**config.mk**
```make
export PLATFORM = sky130hd
export DESIGN_NAME = adder_result_buffer
export DESIGN_NICKNAME = d
export VERILOG_FILES = /design/src/rtl/adder_result_buffer.sv
export SDC_FILE = /design/constraint.sdc
export NUM_CORES = 1
export LEC_CHECK = 0
export ABC_AREA = 1
export CAP_MARGIN = 15
export CELL_PAD_IN_SITES_DETAIL_PLACEMENT = 0
export CELL_PAD_IN_SITES_GLOBAL_PLACEMENT = 1
export CORE_MARGIN = 4
export CORE_UTILIZATION = 37
export DETAILED_ROUTE_END_ITERATION = 6
export PLACE_DENSITY = 0.7
export SYNTH_ARGS = -nofsm -noshare
export SYNTH_HDL_FRONTEND = slang
export SYNTH_SLANG_ARGS = --single-unit
export TNS_END_PERCENT = 5
```
**constraint.sdc**
```tcl
create_clock -name clk -period 1.7 [get_ports clk]
set_input_delay 0.34 -clock clk [delete_from_list [all_inputs] [get_ports clk]]
set_output_delay 0.34 -clock clk [all_outputs]
set_load 0.01 [all_outputs]
```
**src/rtl/adder_result_buffer.sv**
```systemverilog
// adder_result_buffer
// Downstream companion of the pipelined 4-bit ripple adder. It follows each
// accepted operand issue through the adder's fixed latency and captures the
// matching {cout, S} into a small FIFO. The result is presented to the
// consumer over a valid/ready handshake. A credit counter throttles issue so
// that a capture always has room. A saturating counter tallies carry-outs.
//
// Parameters:
//   LATENCY  cycles from accepted issue to valid S/cout (1..16)
//   DEPTH    FIFO entries, power of two (2..16)
//   CNT_W    width of carry_count
//
// Ports:
//   clk          clock, all state on rising edge
//   rst          asynchronous active-high reset
//   issue_valid  upstream drives operands into the adder this cycle
//   issue_ready  credit available; issue accepted on issue_valid && issue_ready
//   S, cout      adder sum / carry outputs
//   m_data       {cout, S} at FIFO head
//   m_valid      FIFO non-empty
//   m_ready      consumer takes m_data this cycle
//   carry_count  captured results with cout=1, saturating
//   issue_err    sticky: issue_valid seen while issue_ready=0
//   full, empty  FIFO occupancy flags
module adder_result_buffer #(
  parameter int LATENCY = 4,
  parameter int DEPTH   = 4,
  parameter int CNT_W   = 8
) (
  input  logic             clk,
  input  logic             rst,
  input  logic             issue_valid,
  output logic             issue_ready,
  input  logic [3:0]       S,
  input  logic             cout,
  output logic [4:0]       m_data,
  output logic             m_valid,
  input  logic             m_ready,
  output logic [CNT_W-1:0] carry_count,
  output logic             issue_err,
  output logic             full,
  output logic             empty
);

  localparam int PW = $clog2(DEPTH);
  localparam int CW = PW + 1;

  logic [LATENCY-1:0] vld_pipe;
  logic [4:0]         mem [DEPTH];
  logic [PW-1:0]      wr_ptr;
  logic [PW-1:0]      rd_ptr;
  logic [CW-1:0]      count;
  logic [CW-1:0]      used;
  logic               accept;
  logic               push;
  logic               pop;

  assign accept      = issue_valid && issue_ready;
  assign push        = vld_pipe[LATENCY-1];
  assign pop         = m_valid && m_ready;
  assign issue_ready = (used < CW'(DEPTH));
  assign empty       = (count == '0);
  assign full        = (count == CW'(DEPTH));
  assign m_valid     = !empty;
  assign m_data      = mem[rd_ptr];

  // Shadow of the adder pipeline: the tail bit says S/cout belong to an
  // accepted issue. Rejected issues never enter, so their results are ignored.
  always_ff @(posedge clk or posedge rst) begin
    if (rst) begin
      vld_pipe <= '0;
    end else begin
      vld_pipe[0] <= accept;
      for (int i = 1; i < LATENCY; i++) begin
        vld_pipe[i] <= vld_pipe[i-1];
      end
    end
  end

  // Capture is unconditional; credits already reserved the slot.
  always_ff @(posedge clk or posedge rst) begin
    if (rst) begin
      for (int i = 0; i < DEPTH; i++) begin
        mem[i] <= '0;
      end
      wr_ptr <= '0;
      rd_ptr <= '0;
    end else begin
      if (push) begin
        mem[wr_ptr] <= {cout, S};
        wr_ptr      <= wr_ptr + 1'b1;
      end
      if (pop) begin
        rd_ptr <= rd_ptr + 1'b1;
      end
    end
  end

  always_ff @(posedge clk or posedge rst) begin
    if (rst) begin
      count <= '0;
    end else begin
      case ({push, pop})
        2'b10:   count <= count + 1'b1;
        2'b01:   count <= count - 1'b1;
        default: count <= count;
      endcase
    end
  end

  // Credits cover in-flight results plus stored entries, so used never
  // exceeds DEPTH and the FIFO cannot overflow.
  always_ff @(posedge clk or posedge rst) begin
    if (rst) begin
      used <= '0;
    end else begin
      case ({accept, pop})
        2'b10:   used <= used + 1'b1;
        2'b01:   used <= used - 1'b1;
        default: used <= used;
      endcase
    end
  end

  always_ff @(posedge clk or posedge rst) begin
    if (rst) begin
      carry_count <= '0;
    end else if (push && cout && (carry_count != '1)) begin
      carry_count <= carry_count + 1'b1;
    end
  end

  always_ff @(posedge clk or posedge rst) begin
    if (rst) begin
      issue_err <= 1'b0;
    end else if (issue_valid && !issue_ready) begin
      issue_err <= 1'b1;
    end
  end

  a_no_overflow: assert property (@(posedge clk) disable iff (rst)
    !(push && (count == CW'(DEPTH))));

  a_no_underflow: assert property (@(posedge clk) disable iff (rst)
    !(pop && (count == '0)));

  a_credit_balance: assert property (@(posedge clk) disable iff (rst)
    (int'(used) == ($countones(vld_pipe) + int'(count))));

endmodule
```
==> results of run 1 <==
layout make-up:
cell class	count	area, um2	share of cell area, %
multi-input combinational	154	887	33.2
timing repair buffer	44	382	14.3
clock buffer	6	72.6	2.71
sequential	43	1080	40.4
clock inverter	1	30.0	1.12
inverter	33	133	4.96
tap	72	90.1	3.37
cells in the final DEF (no fill, tap or decap), drive strengths merged:
master,n
o21ai,37
dlygate4sd2,2
clkinv,2
clkdlybuf4s50,17
buf,22
a21o,1
fa,2
dfrtp,43
clkbuf,8
xnor2,3
dlymetal6s2s,1
nand4,2
nand2,60
xor2,4
nor3,1
inv,31
bufinv,1
nor2,21
o22ai,5
nand3,10
o21bai,1
ha,7
sequential cells by signal, indices dropped and copies added, names as in the netlist:
register,flops
issue_err,1
count,3
carry_count,8
mem,20
vld_pipe,4
wr_ptr,2
used,3
rd_ptr,2
cells by family (layout without fill, tap and decap cells):
logic type,Yosys count,after routing,synth area share (%)
flip-flops,43,43,51.8
AND/OR/NAND/NOR,94,94,21.0
XOR/XNOR,7,7,2.95
buffers and inverters,36,84,6.86
AO/OA/AOI/OAI,44,44,11.3
adder cells (fa/ha/maj),9,9,6.14
through the flow:
step                      util, %  instance area [um2]  std cells  total power, mW
final                        48.9                 2670        353             4.62
after floorplan                 -                 2080        233             2.98
after global placement       46.7                 2550        345             3.89
after detailed placement     46.7                 2550        345             3.92
after global routing         48.9                 2670        353             5.07
after CTS                    48.8                 2670        353             4.68
power by group through the flow:
stage	sequential [mW]	combinational, mW	clock (mW)
6_report	1.79	2.08	0.756
5_1_grt	1.85	2.37	0.846
4_1_cts	1.77	2.12	0.789
3_5_place_dp	1.78	2.14	0
3_3_place_gp	1.78	2.11	0
2_1_floorplan	1.73	1.25	0
per-layer routing:
metal	global-route usage (%)	vias to the layer above	wire, um
met5	0	-	0
met4	4.90	0	68
met3	3.47	7	115
met2	21.6	19	1890
met1	16.9	730	2080
li1	-	834	-
critical path, cell delays in order (launching register included):
cell      delay, ns
dfrtp_2        0.46
buf_6          0.15
buf_4          0.13
nor2_1         0.09
o22ai_1        0.08
clkbuf_2       0.13
timing repair:
item                                    in CTS  in global routing
hold buffers                                 0                  0
setup buffers                                1                  0
endpoints found under the setup margin      11                 13
pin swaps                                    0                  6
resized for setup                           24                 23
final timing paths:
| path | cells after the start | startpoint | to |
|---|---|---|---|
| min | 0 | vld_pipe[0] | vld_pipe[1] |
| min reg2reg | 0 | vld_pipe[0] | vld_pipe[1] |
| max | 5 | rd_ptr[0] | m_data[2] |
| min in group asynchronous | 3 | rst | mem[10] |
| max reg2reg | 8 | count[1] | count[1] |
| max in group asynchronous | 3 | rst | rd_ptr[0] |
==> flow_metrics.tcl, run 1 <==
set metrics [dict create \
    outcome "finished clean" \
    cp_max_fo 5 \
    holdCritPathClass "register to register" \
    synth_area_um2 2080 \
    fmax_ghz 0.599 \
    vias 1590 \
    fin_skew_ns 0.00455 \
    fp.coreArea_um2 5470 \
    setup_viol 0 \
    initialDrtViolationCount 55 \
    crit_path_start_kind "register" \
    numCtsBuffers 5 \
    gp_congestion 0.726 \
    nets 299 \
    r2r_slack_ns 0.07 \
    ys_dominant_reg_cell "dfrtp_1" \
    swShare_pct 37.4 \
    num_rows 27 \
    die_y_um 82.9 \
    path_clk_slew_ns 0.07 \
    setup_ws_ns 0.0309 \
    synth_seq_cells 43 \
    synth_edf_count 0 \
    antenna_found_initial 0 \
    seq_power_share_pct 38.7 \
    grt_setup_unrepaired "true" \
    maxSlewViolCount 0 \
    ir_drop_mv 0.673 \
    tightest_slew_ns 0.392 \
    holdWs_ns 0.354 \
    detail-route-antenna-nets 0 \
    worstPathRequired_ns 1.36 \
    synth_top_area_share_pct 51.8 \
    overflow 0 \
    clock-root-buffer "clkbuf_8" \
    seq_area_frac_synth_pct 51.8 \
    p_sw_mw 1.73 \
    die_area_um2 6880 \
    synth_most_common_cell "nand2_1" \
    grt_usage_pct 13.3 \
    min_period_ns 1.67 \
    wl_per_cell_um 11.7 \
    p_comb_share_pct 45.0 \
    worstPathArrival_ns 1.33 \
    clkLatencyLatePin_ns 0.29 \
    synth_area_per_cell_um2 8.92 \
    hold_viol 0 \
    async_reset_ff_share_pct 100 \
    syn_nets 251 \
    dp_hpwl_mm 2.94 \
    synth_area_leader_cell "dfrtp_1" \
    numPortBuffers 26 \
    cts_tree "yes" \
    p_leak_nw 1.29 \
    yosys_warnings 0 \
    cap_violations 0 \
    synth_cell_types 26 \
    max-slew-margin-rel_pct 73.8 \
    drt_pass1_iterations 2 \
    end_kind "output pin" \
    start_util_pct 38.0 \
    die_x_um 82.9 \
    drive_above_1_share_pct 21.4 \
    postSynthCellCount 233 \
    internal_power_mw 2.89 \
    synth.area.top_cells "dfrtp_1 (52%), nand2_1 (9.9%), o21ai_1 (6.0%), inv_1 (4.7%), ha_1 (4.2%)" \
    dpl_worst_slack_ns -0.318 \
    netlist_top_cells_count "nand2_1 (55), dfrtp_1 (43), inv_1 (26)" \
    antenna_cells 0 \
    grt_start_max_net_pins 44 \
    power_density_nw_per_um2 1730 \
    fin_tns_setup_ns 0 \
    ios 27 \
    grt_first_pass_wirelength_mm 7.43 \
    cts_buffer_depth 2 \
    fin_crit_sh_pct 98.2 \
    nFillCells 562 \
    cts_sinks 43 \
    clockPowerShare_pct 16.4 \
    wl_mm 4.15 \
    area_delta_synth_final_pct 28.7 \
    vias_per_cell 4.50 \
    htree_num_levels 2 \
    grt_pass1_vias 1616 \
    worstSetupPathType "register to output pin" \
    drc 0 \
]
(Power assumes the default switching activity.)
==> run 2, diff against run 1 <==
- CORE_ASPECT_RATIO: unset -> 1.1
- HOLD_SLACK_MARGIN: unset -> 0.06
==> run 2 against run 1 <==
  * Die area about the same
  * Flip-flop and latch count unchanged
  * Clock power down 23%
  * Utilization shrank 0.22 points
  * Setup slack better by 0.033 ns
  * Maximum frequency is 2.0% higher
  * Worst hold slack got worse by 0.0060 ns
  * Non-clock buffer count unchanged
  * Global-route usage rose by 0.20 points
  * Count of clock-buffer cells in the layout is the same
  * First-iteration DRC count up 36%
==> flow_metrics.tcl, run 2 (synthesized netlist as in run 1, its figures left out) <==
set metrics [dict create \
    outcome "finished clean" \
    wl_per_cell_um 11.7 \
    holdCritPathClass "register to register" \
    tightest_slew_ns 0.388 \
    fin_crit_sh_pct 96.2 \
    setup_ws_ns 0.0641 \
    drive_above_1_share_pct 19.3 \
    vias_per_cell 4.52 \
    p_leak_nw 1.28 \
    cap_violations 0 \
    grt_first_pass_wirelength_mm 7.17 \
    seq_power_share_pct 39.9 \
    num_rows 28 \
    initialDrtViolationCount 75 \
    grt_setup_unrepaired "true" \
    antenna_found_initial 0 \
    wl_mm 4.14 \
    vias 1605 \
    grt_start_max_net_pins 44 \
    fmax_ghz 0.611 \
    setup_viol 0 \
    nets 299 \
    crit_path_start_kind "register" \
    worstPathArrival_ns 1.30 \
    cts_sinks 43 \
    max_flop_register "mem" \
    ir_drop_mv 0.761 \
    final_common_cell "nand2_1" \
    p_sw_mw 1.70 \
    grt_pass1_vias 1571 \
    die_x_um 79.5 \
    overflow 0 \
    cts_tree "yes" \
    dp_hpwl_mm 2.97 \
    drc 0 \
    die_area_um2 6880 \
    worstPathRequired_ns 1.36 \
    worstSetupPathType "register to output pin" \
    most-common-layout-cells "nand2_1 (54), dfrtp_1 (42), o21ai_1 (28)" \
    internal_power_mw 2.71 \
    fp.coreArea_um2 5430 \
    cts_buffer_depth 2 \
    min_period_ns 1.64 \
    detail-route-antenna-nets 0 \
    clock-root-buffer "clkbuf_8" \
    antenna_cells 0 \
    drt_pass1_iterations 4 \
    ios 27 \
    top_regs "mem: 20 flops, carry_count: 8 flops, vld_pipe: 4 flops" \
    max-slew-margin-rel_pct 74.1 \
    path_clk_slew_ns 0.08 \
    clockPowerShare_pct 13.3 \
    maxSlewViolCount 0 \
    cp_max_fo 11 \
    fin_skew_ns 0.00918 \
    numPortBuffers 26 \
    gp_congestion 0.756 \
    grt_usage_pct 13.5 \
    end_kind "output pin" \
    largest_reg_flops 20 \
    die_y_um 86.6 \
    numCtsBuffers 5 \
    swShare_pct 38.5 \
    slowest_stage "dfrtp_2" \
    power_density_nw_per_um2 1670 \
    slowest_delay_ns 0.47 \
    p_comb_share_pct 46.8 \
    worstPathCellList "inv_6 -> o21ai_0 -> o22ai_1 -> buf_2" \
    start_util_pct 38.3 \
    dpl_worst_slack_ns -0.297 \
    holdWs_ns 0.348 \
    htree_num_levels 2 \
    area_delta_synth_final_pct 27.1 \
    hold_viol 0 \
    clkLatencyLatePin_ns 0.29 \
]
run 2: cell types whose count changed in the layout (fill, tap and decap cells not counted), moves of 2 or more:
cell / previous run / this run
dfrtp_2: 3 / 1
nor2_2: 2 / 0
dfrtp_1: 40 / 42
nor2_1: 16 / 18
clkbuf_2: 2 / 0
run 2: repair_timing:
action / CTS / global route
gates resized for setup: 31 / 10
setup buffers: 0 / 1
hold buffers: 0 / 0
endpoints found under the setup margin: 10 / 10
pin swaps: 1 / 3
run 2: path summary, 6_finish.rpt:
path                                   from          end  slack [ns]  cells past startpoint
worst min register to register  vld_pipe[1]  vld_pipe[2]        0.35                      0
max in group asynchronous               rst    rd_ptr[0]        1.06                      3
worst max register to register     count[1]     count[1]        0.11                      8
worst min-delay path            vld_pipe[1]  vld_pipe[2]        0.35                      0
worst max-delay path              rd_ptr[0]    m_data[4]        0.06                      4
min in group asynchronous               rst      used[2]        0.40                      3
run 2: layout make-up:
type                            instances  area, um2
Fill cell                             550       2790
Multi-Input combinational cell        154        878
Tap cell                               75       93.8
Clock buffer                            6       72.6
Inverter                               33        133
Sequential cell                        43       1080
Timing Repair Buffer                   44        387
run 2: power groups by stage:
stage | clock network [mW] | registers, mW | logic (mW)
floorplan | 0 | 1.73 | 1.25
CTS | 0.619 | 1.76 | 2.08
global placement | 0 | 1.76 | 2.10
finish | 0.585 | 1.76 | 2.07
global route | 0.651 | 1.81 | 2.36
detailed placement | 0 | 1.76 | 2.15
run 2: worst max-delay path, delay by kind of cell, from the launching register on:
kind	cells	cell delay, ns
compound gates	2	0.24
flops	1	0.47
buf+inv	2	0.29
run 2: per-layer routing:
| metal | wire length, um | track usage (%) | vias up |
|---|---|---|---|
| met2 | 2010 | 22.2 | 22 |
| met1 | 1930 | 17.1 | 739 |
| li1 | - | - | 839 |
| met3 | 140 | 3.53 | 5 |
| met5 | 0 | 0 | - |
| met4 | 56 | 4.69 | 0 |
run 2: per-stage QoR:
stage	TNS, ns	power (mW)	instances	utilization [%]	area (um2)
after floorplan	0	2.98	233	-	2080
after global placement	-1.04	3.87	348	47.1	2560
after detailed placement	-1.19	3.91	348	47.1	2560
after CTS	0	4.46	354	48.4	2630
after global routing	-0.0486	4.82	355	48.6	2640
final	0	4.41	355	48.6	2640
==> run 3, diff against run 2 <==
- CORE_MARGIN: 4 -> unset
- SETUP_SLACK_MARGIN: unset -> 0.4
==> run 3 against run 2 <==
  * Sequential share of layout area shrank 1.8 points
  * Final cell count grew 2.0%
  * Utilization grew 2.7 points
  * Non-clock buffer count grew 5
  * Flip-flop and latch count is the same
  * Combinational power grew 14%
  * Critical path depth grew 2
  * Count of clock-buffer cells in the layout grew 1
  * Worst hold slack gained 0.0034 ns
  * Setup slack lost 0.016 ns
  * Clock skew shrank 0.0034 ns
  * First-iteration DRC count shrank 8.0%
  * Critical path type unchanged
==> flow_metrics.tcl, run 3 (synthesized netlist as in run 1, its figures left out) <==
set metrics [dict create \
    grt_first_pass_wirelength_mm 7.13 \
    crit_path_start "rd_ptr[0]" \
    fmax_ghz 0.605 \
    final_common_cell "nand2_1" \
    end_kind "output pin" \
    fin_skew_ns 0.00575 \
    rr_endpoint "count[2]" \
    overflow 0 \
    grt_start_max_net_pins 44 \
    grt_setup_unrepaired "true" \
    wl_per_cell_um 11.5 \
    worstPathArrival_ns 1.31 \
    min_period_ns 1.65 \
    clkLatencyLatePin_ns 0.29 \
    htree_num_levels 2 \
    fin_util_pct 51.3 \
    tightest_slew_ns 0.330 \
    max_flop_register "mem" \
    vias_per_cell 4.54 \
    ios 27 \
    fin_crit_sh_pct 97.2 \
    antenna_found_initial 0 \
    fin_tns_setup_ns 0 \
    die_area_um2 5920 \
    drc 0 \
    rr_startpoint "count[1]" \
    wl_mm 4.16 \
    grt_pass1_vias 1582 \
    most-common-layout-cells "nand2_1 (51), dfrtp_1 (41), o21ai_1 (29)" \
    largest_reg_flops 20 \
    endpoint "m_data[3]" \
    gp_congestion 0.712 \
    ff2ff_path_depth 11 \
    cts_buffer_depth 2 \
    cts_sinks 43 \
    die_x_um 73.5 \
    die_y_um 80.6 \
    detail-route-antenna-nets 0 \
    max-slew-margin-rel_pct 78.0 \
    r2r_slack_ns 0.09 \
    final_cell_area_um2 2770 \
    dp_hpwl_mm 2.83 \
    cp_max_fo 5 \
    outcome "finished clean" \
    vias 1644 \
    worstPathRequired_ns 1.36 \
    drive_above_1_share_pct 26.1 \
    initialDrtViolationCount 69 \
    maxSlewViolCount 0 \
    fp.coreArea_um2 5400 \
    final_cells 362 \
    holdCritPathClass "register to register" \
    area_delta_synth_final_pct 33.2 \
    dp_cells 346 \
    clock-root-buffer "clkbuf_8" \
    cts_tree "yes" \
    path_clk_slew_ns 0.07 \
    cap_violations 0 \
    grt_usage_pct 16.2 \
    setup_viol 0 \
    ir_drop_mv 0.656 \
    p_leak_nw 1.33 \
    hold-path-cell-count 0 \
    placed_area_um2 2560 \
    numCtsBuffers 5 \
    nets 304 \
    top_regs "mem: 20 flops, carry_count: 8 flops, vld_pipe: 4 flops" \
    power_density_nw_per_um2 1710 \
    hold_viol 0 \
    start_util_pct 38.5 \
    nFillCells 553 \
    num_rows 28 \
    antenna_cells 0 \
    crit_path_start_kind "register" \
    worstSetupPathType "register to output pin" \
    numPortBuffers 26 \
    drt_pass1_iterations 4 \
]
## run 3: cell count changes in the layout (fill, tap and decap cells not counted), sizes merged
cell	change
buf	+6
clkbuf	+2
clkdlybuf4s15	-1
clkdlybuf4s50	-1
clkinv	+1
## run 3: critical path: stages (launching register included)
cell,delay [ns]
dfrtp_1,0.40
buf_6,0.13
buf_6,0.12
buf_6,0.11
nor2_2,0.06
o22ai_1,0.06
buf_2,0.14
## run 3: what timing repair did
item / CTS / global route
hold buffers: 0 / 0
resized for setup: 40 / 23
setup buffers: 5 / 3
pin swaps: 4 / 6
setup endpoints to repair: 27 / 41
## run 3: metrics by stage
stage	power (mW)	hold slack [ns]	setup slack (ns)
floorplan	3.04	0.331	0.148
global placement	3.90	0.332	-0.190
detailed placement	3.93	0.335	-0.239
CTS	4.60	0.353	0.0401
global route	5.19	0.365	-0.0225
finish	4.74	0.351	0.0482
## run 3: how the worst min path moves through the flow
| stage | start | end |
|---|---|---|
| after global placement | vld_pipe[1] | vld_pipe[2] |
| after detailed placement | vld_pipe[1] | vld_pipe[2] |
| after global routing | vld_pipe[0] | vld_pipe[1] |
| final | vld_pipe[1] | vld_pipe[2] |
| after CTS | vld_pipe[1] | vld_pipe[2] |
| after floorplan | vld_pipe[0] | vld_pipe[1] |
## run 3: layer usage
metal | vias up | part of all wire [%] | global-route usage (%) | wire (um)
met5 | - | 0 | 0 | 0
met4 | 0 | 1.5 | 6.92 | 63
met3 | 5 | 3.3 | 3.64 | 137
met2 | 22 | 51 | 27.6 | 2120
met1 | 768 | 44 | 19.4 | 1850
li1 | 849 | - | - | -
## run 3: final cells by class
class	instances	area [um2]	share of cell area [%]
clock inverter	1	5.00	0.181
tap	75	93.8	3.39
multi-input combinational	154	945	34.1
sequential	43	1080	39.0
timing repair buffer	49	433	15.6
clock buffer	7	76.3	2.76
inverter	33	138	4.97
## run 3: power by group
| part | internal (mW) | total, mW | switching (mW) |
|---|---|---|---|
| clock network | 0.288 | 0.607 | 0.319 |
| logic | 1.15 | 2.35 | 1.20 |
| registers | 1.47 | 1.79 | 0.317 |
| total | 2.91 | 4.74 | 1.83 |
